[src/rtl/ezlogic_gap_timer.sv]
// Gap timer: counts consecutive idle cycles while a transaction is collecting.
// clk     : system clock
// rst_n   : synchronous active-low reset
// clear   : zero the counter (has priority over tick)
// tick    : one idle cycle elapsed
// expired : this tick brings the count to TIMEOUT
module ezlogic_gap_timer #(
  parameter int unsigned TIMEOUT = 64
) (
  input  logic clk,
  input  logic rst_n,
  input  logic clear,
  input  logic tick,
  output logic expired
);

  localparam int unsigned   GW    = $clog2(TIMEOUT + 1);
  localparam logic [GW-1:0] LIMIT = GW'(TIMEOUT);
  localparam logic [GW-1:0] LAST  = GW'(TIMEOUT - 1);

  logic [GW-1:0] cnt;

  // Expiry is flagged on the tick that reaches TIMEOUT so the owner can
  // leave its waiting state on that same edge.
  assign expired = tick && (cnt == LAST);

  always_ff @(posedge clk) begin
    if (!rst_n) begin
      cnt <= '0;
    end else if (clear) begin
      cnt <= '0;
    end else if (tick && (cnt != LIMIT)) begin
      cnt <= cnt + GW'(1);
    end
  end

endmodule

[config.mk]
export PLATFORM = sky130hd
export DESIGN_NAME = ezlogic_gap_timer
export DESIGN_NICKNAME = d
export VERILOG_FILES = /design/src/rtl/ezlogic_gap_timer.sv
export SDC_FILE = /design/constraint.sdc
export NUM_CORES = 1
export LEC_CHECK = 0
export CORE_AREA = 2 2 39 41
export CTS_CLUSTER_DIAMETER = 120
export CTS_CLUSTER_SIZE = 30
export DETAILED_ROUTE_END_ITERATION = 10
export DIE_AREA = 0 0 41 43
export GPL_TIMING_DRIVEN = 1
export PLACE_DENSITY_LB_ADDON = 0.12
export SYNTH_ARGS = -nofsm -noshare
export SYNTH_HDL_FRONTEND = slang
export SYNTH_SLANG_ARGS = --single-unit
[constraint.sdc]
create_clock -name clk -period 1.5 [get_ports clk]
set_input_delay 0.225 -clock clk [delete_from_list [all_inputs] [get_ports clk]]
set_output_delay 0.225 -clock clk [all_outputs]
set_load 0.02 [all_outputs]
### Yosys cells after proc, flatten, opt, wreduce, memory -nomap -nowiden

Cells that the tools add are included.

* add/subtract/negate cells: 1
* eq/ne operators: 2
* bitwise gates (word level): 1
* reductions and logical operators: 3

Operators with widths (count)
* adder 7 x 1 -> 7 bit (second input constant): 1
* equality test 7 x 6 -> 1 bit (second input constant): 1
* != test 7 bit (second input constant): 1
* logical AND 1 bit: 2
* OR reduction 2 bit: 1
* NOT 1 bit: 1

* bits in registers: 7
* bits of input ports: 4
* output and inout bits: 1
* logic and storage cells: 8

### Longest topological paths before layout

* word-level depth: 2
* gate-level depth with buffers: 5
* depth with buffers taken out: 5

### Worst setup path after synthesis

Ideal clock, no wire load.

* kind: register -> register
* start: register cnt[0]
* end: register cnt[6]
* setup time: 0.059 ns
* arrival time: 1.251 ns
* data required time: 1.441 ns
* setup slack: 0.190 ns
* stages on the path, launching flop included: 5
* path buffers: 0
* clock period less this slack: 1.310 ns
* path through: dfxtp_1 > ha_1 > nand4_1 > nor3_2 > o21a_1

* longest elaborated chain between the ends: 2
* elaborated cells between the ends (all ways): 3
* those cells by class: add/sub: 1; eq/ne: 1; reduce/logical: 1

RTL lines
* start: declaration: line 21 `logic [GW-1:0] cnt;`
* start signal: assignment: line 33 `cnt <= cnt + GW'(1);`
* branches (longest 2 deep; another with adder 7 x 1 -> 7 bit)

Several ways; the timed one is not identified.
A chain may end at the register's enable or synchronous reset.

### Worst setup path after layout

* start: register cnt[1]
* end: output port expired

* longest elaborated chain between the ends: 2

RTL lines
* equality test 7 x 6 -> 1 bit: line 25 `assign expired = tick && (cnt == LAST);`
* logical AND 1 bit: line 25
* end: declaration: line 14 `output logic expired`

No other way between the ends.

==> flow_summary.json <==
{
  "status": "finished clean",
  "largest_reg_flops": 7,
  "dp_hpwl_um": 668.6,
  "multi_input_area_um2": 227.7,
  "antennaDiodeCount": 0,
  "max_stage_delay_ns": 0.35,
  "wl_per_cell_um": 10.73,
  "final-max-slew-violation-count": 0,
  "antenna_found_initial": 0,
  "drtAntennaViolNets": 0,
  "fin_tns_setup_ns": 0,
  "tritoncts": "yes",
  "ys_seq_area_frac": 0.3862,
  "maxSlewHeadroom": 0.7541,
  "worst_skew_pair.late_latency_ns": 0.25,
  "pwr_density_cell_mw_per_mm2": 719.5,
  "ys_ff_latch": 7,
  "grt_pass1_vias": 362,
  "grt_pass1_wl_mm": 1.435,
  "vias": 352,
  "fp-row-count": 14,
  "hold_class": "register to register",
  "cts.sink_count": 7,
  "p_sw_uw": 84.51,
  "die_width_um": 41,
  "cp.required_ns": 1.27,
  "cts_root_buf": "clkbuf_4",
  "pwr-share-clk": 0.435,
  "area_growth_syn_to_layout_pct": 50.00,
  "place_congestion": 0.8162,
  "cts.hold.buffers_added": 0,
  "min_period_ns": 1.478,
  "cts.htree.levels": 1,
  "p_total_uw": 391.6,
  "p_seq_frac": 0.485,
  "die_h_um": 43,
  "layout_commonest_cell": "buf_4",
  "grt_overflow": 0,
  "grt_max_degree": 6,
  "leakage_uw": 0.0002180,
  "first_iter_violations": 3,
  "final_cell_mix": "buf_4 (12), nand2_1 (8), dfxtp_1 (5)",
  "timing_hold_violations_final": 0,
  "routed_via_density": 4.693,
  "top_register": "cnt",
  "clk_pin_slew_worst_paths_ns": 0.05,
  "final_layout_size_suffix_gt1_frac": 0.3559,
  "crit_arrival_ns": 1.25,
  "worstSetupPathType": "register to output pin",
  "dieArea_mm2": 0.001763,
  "synth_cells": 40,
  "skew_ns": 0.0009066,
  "crit_chain": "ha_4, nand4_1, nor3_2, buf_4",
  "syn_area_um2": 362.8,
  "rsz0062_at_grt": "yes",
  "place_ws_ns": -0.4464,
  "hold_ws_ns": 0.6039,
  "slowest_stage": "dfxtp_2",
  "p_int_uw": 307.1,
  "place_area_um2": 490.5,
  "start_kind": "register",
  "syn-num-nets": 46,
  "fin_nets": 66,
  "fin_area_um2": 544.3,
  "crit_path_end_kind": "output pin",
  "cts_buffers": 3,
  "start_util": 0.2622,
  "max_cap_viol_count": 0,
  "final.fill_count": 154,
  "pin_count": 5,
  "ir_drop_uv": 391.4,
  "clock_path_buffers": 2,
  "drc": 0,
  "p_comb_frac": 0.079,
  "fmax_mhz": 676.7,
  "synth_warnings": 0,
  "finalCritPeriodShare": 0.9852,
  "track_usage": 0.1219,
  "dr.pass1.iters": 4,
  "syn_avg_cell_area_um2": 9.071,
  "final-seq-area_um2": 142.6,
  "yosysUniqueCellTypes": 19,
  "totalWireLength_um": 805,
  "finalSetupViolations": 0,
  "switching_share": 0.2158,
  "core_area_mm2": 0.001384,
  "finalWorstSetupSlack_ns": 0.02222,
  "io_buffer_count": 4,
  "top_regs": "cnt (7)",
  "path_max_fanout": 2,
  "tightest_slew_ns": 0.3681
}
[what timing repair did]
action | 4_1_cts | 5_1_grt
gates cloned | 0 | 0
pin swaps | 2 | 2
gates resized for setup | 5 | 4
setup buffers | 1 | 1
hold endpoints to repair | 0 | 0
setup endpoints to repair | 1 | 1
[per-stage QoR]
stage	std cells	util
after detailed placement	69	0.3544
after global placement	69	0.3544
final	75	0.3933
after CTS	74	0.3770
after global routing	75	0.3933
after floorplan	40	-
[cells in the mapped netlist]
cell	count	area share
a21oi_1	2	0.028
nor3_2	1	0.028
or3_1	1	0.017
o21ai_0	1	0.014
nand2_1	8	0.083
xor2_1	2	0.048
inv_1	2	0.021
o21a_1	2	0.041
dfxtp_1	7	0.39
nand4_1	1	0.017
nor2b_1	2	0.034
nor2_1	2	0.021
ha_1	2	0.069
a21boi_1	1	0.021
nor4b_2	1	0.041
nand4_2	1	0.034
mux2i_1	2	0.055
nand2b_1	1	0.017
a211o_1	1	0.024
[power groups by stage]
stage | Sequential (uW) | Clock [uW] | Combinational, uW
floorplan | 194 | 0 | 12.5
global placement | 193 | 0 | 29.9
detailed placement | 193 | 0 | 31.2
CTS | 189 | 180 | 31.2
global route | 190 | 190 | 34.8
finish | 190 | 170 | 31.1
[kinds of logic after synthesis]
group                      after synthesis  share of synthesized area
xor gates and xnor gates                 2                    0.04828
adders and majority gates                2                    0.06895
and+or+nand+nor                         18                     0.2931
AOI/OAI and AO/OA                        7                     0.1276
muxes                                    2                    0.05517
DFF                                      7                     0.3862
buffers and inverters                    2                    0.02070
[critical path, delay by kind of cell (launching register included)]
kind          cells  cell delay [ns]
fa+ha+maj         1             0.14
flops             1             0.35
simple gates      2             0.34
buf+inv           1             0.17
[routing by layer]
metal | routed length (um) | GRT usage
met5 | 0 | 0
met4 | 5 | 0.08000
met3 | 27 | 0.03141
met2 | 438 | 0.1938
met1 | 333 | 0.1331
[final cells by class]
cell class | instances | share of cell area
clock buffers | 4 | 0.04828
flip-flops and latches | 7 | 0.2621
multi-input cells | 31 | 0.4184
inverters | 2 | 0.01379
repair buffers | 15 | 0.2207
well taps | 16 | 0.03678
[path summary, 6_finish.rpt]
kind / start / to / slack, ns / depth (start not counted)
max: cnt[1] / expired / 0.02 / 4
min: cnt[5] / cnt[5] / 0.60 / 3
max reg2reg: cnt[0] / cnt[0] / 0.13 / 6
min reg2reg: cnt[5] / cnt[5] / 0.60 / 3
Power figures use the tool's default switching activity.
